### src/rtl/player_sprite_arbiter.sv
// Two-player sprite arbiter: hit-tests both chefs against frame-latched positions, issues the ROM address and returns palette index + owner.
// Optional CHOP_ANIM_EN build adds a vsync-driven two-phase chop animation.
module player_sprite_arbiter #(
   parameter int WIDTH = 32,
   parameter int HEIGHT = 32,
   parameter int ANIM_FRAMES = 8,
   localparam int ADDR_W = $clog2(WIDTH*HEIGHT)
) (
   input  logic              pixel_clk_in,
   input  logic              rst_n_in,
   input  logic [10:0]       hcount_in,
   input  logic [9:0]        vcount_in,
   input  logic              vsync_in,
   input  logic [10:0]       p1_x_in,
   input  logic [10:0]       p2_x_in,
   input  logic [9:0]        p1_y_in,
   input  logic [9:0]        p2_y_in,
   input  logic [1:0]        p1_dir_in,
   input  logic [1:0]        p2_dir_in,
   input  logic [3:0]        p1_state_in,
   input  logic [3:0]        p2_state_in,
   output logic [5:0]        sprite_sel_out,
   output logic [ADDR_W-1:0] pix_addr_out,
   input  logic [7:0]        rom_data_in,
   output logic [7:0]        pal_index_out,
   output logic              pal_valid_out,
   output logic [1:0]        owner_out
);

   logic        vsync_q;
   logic        vsync_rise;
   logic [10:0] s_p1_x, s_p2_x;
   logic [9:0]  s_p1_y, s_p2_y;
   logic [1:0]  s_p1_dir, s_p2_dir;
   logic [3:0]  s_p1_state, s_p2_state;
   logic        chop_phase;

   function automatic logic [3:0] map_state(input logic [3:0] st, input logic phase);
      logic [3:0] m;
      case (st)
         4'd0, 4'd2, 4'd3, 4'd4:  m = st;
         4'd1:                    m = phase ? 4'd0 : 4'd1;
         4'd5, 4'd6:              m = 4'd5;
         4'd7, 4'd8, 4'd9, 4'd10: m = st - 4'd1;
         default:                 m = 4'd0;
      endcase
      return m;
   endfunction

   assign vsync_rise = vsync_in && !vsync_q;

   always_ff @(posedge pixel_clk_in or negedge rst_n_in) begin
      if (!rst_n_in) begin
         vsync_q    <= 1'b0;
         s_p1_x     <= '0;
         s_p2_x     <= '0;
         s_p1_y     <= '0;
         s_p2_y     <= '0;
         s_p1_dir   <= '0;
         s_p2_dir   <= '0;
         s_p1_state <= '0;
         s_p2_state <= '0;
      end else begin
         vsync_q <= vsync_in;
         if (vsync_rise) begin
            s_p1_x     <= p1_x_in;
            s_p2_x     <= p2_x_in;
            s_p1_y     <= p1_y_in;
            s_p2_y     <= p2_y_in;
            s_p1_dir   <= p1_dir_in;
            s_p2_dir   <= p2_dir_in;
            s_p1_state <= p1_state_in;
            s_p2_state <= p2_state_in;
         end
      end
   end

`ifdef CHOP_ANIM_EN
   localparam int CNT_W = (ANIM_FRAMES > 1) ? $clog2(ANIM_FRAMES) : 1;
   logic [CNT_W-1:0] frame_cnt;

   // Phase flips once per ANIM_FRAMES latched frames.
   always_ff @(posedge pixel_clk_in or negedge rst_n_in) begin
      if (!rst_n_in) begin
         frame_cnt  <= '0;
         chop_phase <= 1'b0;
      end else if (vsync_rise) begin
         if (frame_cnt == CNT_W'(ANIM_FRAMES - 1)) begin
            frame_cnt  <= '0;
            chop_phase <= !chop_phase;
         end else begin
            frame_cnt <= frame_cnt + 1'b1;
         end
      end
   end
`else
   assign chop_phase = 1'b0;
`endif

   // End coordinates carry one extra bit so players at the screen edge never wrap.
   logic [11:0] p1_x_end, p2_x_end;
   logic [10:0] p1_y_end, p2_y_end;
   logic        p1_hit, p2_hit, p1_wins, any_hit;
   logic [10:0] win_x, dx;
   logic [9:0]  win_y, dy;
   logic [1:0]  win_dir;
   logic [3:0]  win_state;
   logic [5:0]  sel_c;
   logic [ADDR_W-1:0] addr_c;

   assign p1_x_end = {1'b0, s_p1_x} + 12'(WIDTH);
   assign p2_x_end = {1'b0, s_p2_x} + 12'(WIDTH);
   assign p1_y_end = {1'b0, s_p1_y} + 11'(HEIGHT);
   assign p2_y_end = {1'b0, s_p2_y} + 11'(HEIGHT);

   assign p1_hit = (hcount_in >= s_p1_x) && ({1'b0, hcount_in} < p1_x_end) &&
                   (vcount_in >= s_p1_y) && ({1'b0, vcount_in} < p1_y_end);
   assign p2_hit = (hcount_in >= s_p2_x) && ({1'b0, hcount_in} < p2_x_end) &&
                   (vcount_in >= s_p2_y) && ({1'b0, vcount_in} < p2_y_end);
   // Lower on screen wins an overlap; equal rows favour P1.
   assign p1_wins = p1_hit && (!p2_hit || (s_p1_y >= s_p2_y));
   assign any_hit = p1_hit || p2_hit;

   assign win_x     = p1_wins ? s_p1_x     : s_p2_x;
   assign win_y     = p1_wins ? s_p1_y     : s_p2_y;
   assign win_dir   = p1_wins ? s_p1_dir   : s_p2_dir;
   assign win_state = p1_wins ? s_p1_state : s_p2_state;
   assign dx        = hcount_in - win_x;
   assign dy        = vcount_in - win_y;
   assign addr_c    = ADDR_W'(32'(dy) * 32'(WIDTH) + 32'(dx));
   assign sel_c     = {map_state(win_state, chop_phase), win_dir};

   logic [1:0] owner_p1;
   logic       vld_p1;

   // Stage 1: ROM address, sprite select and owner of the winning player.
   always_ff @(posedge pixel_clk_in or negedge rst_n_in) begin
      if (!rst_n_in) begin
         sprite_sel_out <= '0;
         pix_addr_out   <= '0;
         owner_p1       <= 2'b00;
         vld_p1         <= 1'b0;
      end else if (any_hit) begin
         sprite_sel_out <= sel_c;
         pix_addr_out   <= addr_c;
         owner_p1       <= p1_wins ? 2'b01 : 2'b10;
         vld_p1         <= 1'b1;
      end else begin
         sprite_sel_out <= '0;
         pix_addr_out   <= '0;
         owner_p1       <= 2'b00;
         vld_p1         <= 1'b0;
      end
   end

   logic vld_p2_c;
   assign vld_p2_c = vld_p1 && (rom_data_in != 8'd0);

   // Stage 2: palette index from ROM; index 0 is transparent.
   always_ff @(posedge pixel_clk_in or negedge rst_n_in) begin
      if (!rst_n_in) begin
         pal_index_out <= '0;
         pal_valid_out <= 1'b0;
         owner_out     <= 2'b00;
      end else begin
         pal_index_out <= vld_p2_c ? rom_data_in : 8'd0;
         pal_valid_out <= vld_p2_c;
         owner_out     <= owner_p1;
      end
   end

endmodule

### config.mk
export PLATFORM = sky130hd
export DESIGN_NAME = player_sprite_arbiter
export DESIGN_NICKNAME = d
export VERILOG_FILES = /design/src/rtl/player_sprite_arbiter.sv
export SDC_FILE = /design/constraint.sdc
export NUM_CORES = 1
export LEC_CHECK = 0
export ABC_AREA = 1
export CORE_ASPECT_RATIO = 0.9
export CORE_MARGIN = 5
export CORE_UTILIZATION = 50
export DETAILED_ROUTE_END_ITERATION = 8
export PLACE_DENSITY = 0.76
export SLEW_MARGIN = 20
export SYNTH_ARGS = -nofsm -noshare
export SYNTH_HDL_FRONTEND = slang
export SYNTH_SLANG_ARGS = --single-unit
### constraint.sdc
create_clock -name pixel_clk_in -period 5.43 [get_ports pixel_clk_in]
set_input_delay 1.3575 -clock pixel_clk_in [delete_from_list [all_inputs] [get_ports pixel_clk_in]]
set_output_delay 1.3575 -clock pixel_clk_in [all_outputs]
set_load 0.005 [all_outputs]
==> summary.md <==
| Metric | Value |
|---|---|
| Number of cells after detailed placement | 1,111 |
| Leak pwr | 4.590 nW |
| Core Util, Final | 69.11% |
| Clock tree buffer depth | 2 |
| CTS tree | yes |
| Maximum capacitance violations | 0 |
| Total I/O pin count | 113 |
| DRC violation count after routing | 0 |
| Die outline height | 116.9 um |
| Start point of the critical path | hcount_in[7] |
| Count of warnings emitted by yosys | 0 |
| Total vias in the final route | 5,740 |
| DIE WIDTH | 128.8 um |
| Per-cell routed wire length | 14.39 um |
| CTS H-tree lvls | 3 |
| Finish-stage setup viols | 0 |
| Area growth syn-to-layout | 37.00% |
| Final count of hold timing violations | 0 |
| HPWL Detailed | 12.31 mm |
| Worst Hold Path Cells | 0 |
| Grt met2 use | 34.98% |
| Most common library cells after synthesis | 151 x sky130_fd_sc_hd__nand2_1, 113 x sky130_fd_sc_hd__inv_1, 99 x sky130_fd_sc_hd__ha_1 |
| Number of search-and-repair iterations in the first detailed-routing pass | 5 |
| Maximum number of pins on one net before global-route repair | 98 |
| Final-layout setup total negative slack | 0 ns |
| Min-Delay Startpoint | owner_p1[1]$_DFF_PN0_ |
| Worst vdd ir | 0.2128 mV |
| Flip-flop cell with the highest count after synthesis | sky130_fd_sc_hd__dfrtp_1 |
| Global route overflow | 0 |
| Power consumption | 2.646 mW |
| Cell Rows | 39 |
| Floorplan die area | 15,060 um^2 |
| Iteration-0 DRC count of the detailed router | 382 |
| Per-instance average area after synthesis | 7.919 um^2 |
| Antenna diode instance count | 0 |
| Antenna violations before repair | 0 |
| Last weighted congestion value of the routability-driven placer | 0.8988 |
| Critical Path Fanout Max | 5 |
| Worst reg2reg startpoint | s_p1_x[7]$_DFFE_PN0P_ |
| GRT Total Usage | 21.30% |
| Clock latency reported for the late side of the worst-skew pair | 0.35 ns |
| Number of input and output port buffers inserted | 112 |
| Register-to-Register Path Depth | 26 |
| Detail-routed via count per cell | 5.066 |
| Combined area of all synthesized cells | 6351 um^2 |
| Netlist cell types | 34 |
| Clock sinks | 85 |
| Syn Inst Count | 802 |
| Count of flip-flops with a built-in enable after synthesis | 0 |
| Top Usage Layer GRT | met2 |
| Cell with the most instances after synthesis | sky130_fd_sc_hd__nand2_1 |
| Crit path kind | input port to register |
| Met3 track demand over resource | 5.399% |
| Max_slew headroom | 34.69% |
| Top cell type by total area after synthesis | sky130_fd_sc_hd__dfrtp_1 |
| Via count of the first global-routing pass | 5,640 |
| Fmax | 190.1 MHz |
| Critical path launch point type | input port |
| Fraction of registers with async set or reset after synthesis | 100.0% |
| Leading post-synthesis cells by cell area | sky130_fd_sc_hd__dfrtp_1 33%, sky130_fd_sc_hd__ha_1 20%, sky130_fd_sc_hd__nand2_1 8.9%, sky130_fd_sc_hd__a21oi_1 7.0%, sky130_fd_sc_hd__inv_1 6.7% |
| Clock input transition at the sequential cells of the worst setup and hold paths | 0.07 ns |
| Detail Route Antenna Nets | 0 |
| Global-route wire length before repair | 25.61 mm |
| Area inside the core boundary | 12,590 um^2 |
| Signal arrival time at the worst endpoint | 5.50 ns |
| Clk Tree Root Cell | sky130_fd_sc_hd__clkbuf_16 |
| Effective utilization at floorplan | 50.45% |
| Critical path capture point type | register |
| Met1 routing resource usage after global routing | 28.20% |
| Status | finished clean |
| Total power density per cell area | 304.1 nW/um^2 |
| Design area | 8701 um^2 |
| Fraction of synthesized cell area taken by the top area cell type | 33.49% |
| Seq cells post-synth | 85 |
| Area of placed instances | 7970 um^2 |
| Final-report max-slew violation count | 0 |
| Share of the clock period used by the worst path | 96.85% |
| Fin cells | 1,133 |
| Required @ worst endpoint | 5.67 ns |
| Clock buffers created by TritonCTS | 9 |
| Final routed wirelength across all metal layers | 16.31 mm |
| Worst setup skew after layout | 0.01024 ns |
| Min cycle time layout | 5.259 ns |
| Sequential element share of the synthesized area | 33.49% |
| Share of post-route cells with drive strength above 1 | 15.58% |
| Layout net count | 1,155 |
| Path category of the worst min-delay check | register to register |
| Total nets after synthesis | 993 |
| Worst Max-Slew Pin Slew | 0.9796 ns |
[cell usage in the layout (no fill, tap or decap), types with 4 or more instances in the layout]
cell	count
sky130_fd_sc_hd__nand2_1	144
sky130_fd_sc_hd__inv_1	108
sky130_fd_sc_hd__nor2_1	92
sky130_fd_sc_hd__clkdlybuf4s50_1	90
sky130_fd_sc_hd__a21oi_1	85
sky130_fd_sc_hd__dfrtp_1	85
sky130_fd_sc_hd__ha_1	78
sky130_fd_sc_hd__buf_4	50
sky130_fd_sc_hd__nand3_1	37
sky130_fd_sc_hd__dlymetal6s2s_1	20
sky130_fd_sc_hd__ha_4	18
sky130_fd_sc_hd__o21ai_0	17
sky130_fd_sc_hd__xor2_1	12
sky130_fd_sc_hd__mux2_2	11
sky130_fd_sc_hd__nor2_2	9
sky130_fd_sc_hd__nand2_2	9
sky130_fd_sc_hd__nand3b_1	9
sky130_fd_sc_hd__nor3_1	9
sky130_fd_sc_hd__clkbuf_16	9
sky130_fd_sc_hd__inv_2	7
sky130_fd_sc_hd__nand4_1	6
sky130_fd_sc_hd__nand3_2	6
sky130_fd_sc_hd__xnor2_1	6
sky130_fd_sc_hd__fa_1	5
sky130_fd_sc_hd__a21oi_2	4
sky130_fd_sc_hd__buf_6	4
[report_power, final]
group | total [mW] | leakage [nW] | internal (mW) | switching, mW
combinational | 1.24 | 3.42 | 0.590 | 0.649
clock | 0.634 | 0.150 | 0.359 | 0.275
sequential | 0.774 | 1.02 | 0.717 | 0.0564
total | 2.65 | 4.59 | 1.67 | 0.980
[sequential cells by signal, summed over array words and instances, names as in the netlist]
name / count
s_p1_x: 11
s_p2_x: 11
pix_addr_out: 10
s_p1_y: 10
s_p2_y: 10
pal_index_out: 8
sprite_sel_out: 6
s_p1_state: 4
s_p2_state: 4
owner_out: 2
owner_p1: 2
s_p1_dir: 2
s_p2_dir: 2
pal_valid_out: 1
vld_p1: 1
vsync_q: 1
[metrics by stage]
step           hold slack [ns]  setup WS, ns
4_1_cts                 0.3483       0.01218
3_5_place_dp            0.3347       -0.4972
5_1_grt                 0.3536      -0.06871
6_report                0.3478        0.1708
3_3_place_gp            0.3338       -0.3257
2_1_floorplan           0.3312        0.1077
[layout make-up]
class | instances | area [um^2]
timing repair buffer | 165 | 1577
sequential | 85 | 2127
tap | 164 | 205.2
clock inverter | 7 | 71.32
fill | 1023 | 3889
multi-input combinational | 588 | 4064
clock buffer | 9 | 225.2
inverter | 115 | 431.7
[cells by family after synthesis]
kind of cell             synth area share, %
multiplexers                           1.950
AO/OA/AOI/OAI                          10.58
buffers and inverters                  7.939
XOR/XNOR                               2.758
AND/OR/NAND/NOR                        21.89
adder cells (fa/ha/maj)                21.39
flip-flops                             33.49
[worst paths after layout]
kind                       slack [ns]                         end
max                              0.17   pix_addr_out[9]$_DFF_PN0_
min                              0.35      owner_out[1]$_DFF_PN0_
max reg2reg                      0.48   pix_addr_out[9]$_DFF_PN0_
min reg2reg                      0.35      owner_out[1]$_DFF_PN0_
max in group asynchronous        3.48  pal_index_out[4]$_DFF_PN0_
min in group asynchronous        0.95      s_p2_x[10]$_DFFE_PN0P_
[critical path: stages]
cell and delay, ns:
sky130_fd_sc_hd__dlymetal6s2s_1 0.20, sky130_fd_sc_hd__ha_1 0.35, sky130_fd_sc_hd__a21o_1 0.18, sky130_fd_sc_hd__nor2_1 0.12, sky130_fd_sc_hd__nand2_2 0.09, sky130_fd_sc_hd__nand2_1 0.07, sky130_fd_sc_hd__nand2_1 0.06, sky130_fd_sc_hd__nor2_2 0.14
sky130_fd_sc_hd__nand3_2 0.15, sky130_fd_sc_hd__nand2_4 0.13, sky130_fd_sc_hd__nand2_2 0.06, sky130_fd_sc_hd__o21ai_2 0.06, sky130_fd_sc_hd__ha_2 0.18, sky130_fd_sc_hd__inv_2 0.05, sky130_fd_sc_hd__fa_2 0.39, sky130_fd_sc_hd__xor2_2 0.20
sky130_fd_sc_hd__fa_1 0.52, sky130_fd_sc_hd__ha_4 0.30, sky130_fd_sc_hd__nand4_1 0.11, sky130_fd_sc_hd__o221ai_2 0.20, sky130_fd_sc_hd__xor2_1 0.20, sky130_fd_sc_hd__nand3b_1 0.13, sky130_fd_sc_hd__nand2_1 0.07, sky130_fd_sc_hd__o21ai_1 0.14
sky130_fd_sc_hd__nor2_1 0.06
[layer usage]
metal	vias up	routed length, um
li1	2934	-
met1	2656	7478
met2	132	7789
met3	18	848
met4	0	189
met5	-	0
[timing repair]
| item | CTS | global route |
|---|---|---|
| hold buffers | 0 | 0 |
| buffers inserted | 1 | 4 |
| pin swaps | 7 | 37 |
| cloned | 0 | 1 |
| setup endpoints to repair | 1 | 3 |
| resized for setup | 7 | 73 |
(Power assumes the default switching activity.)
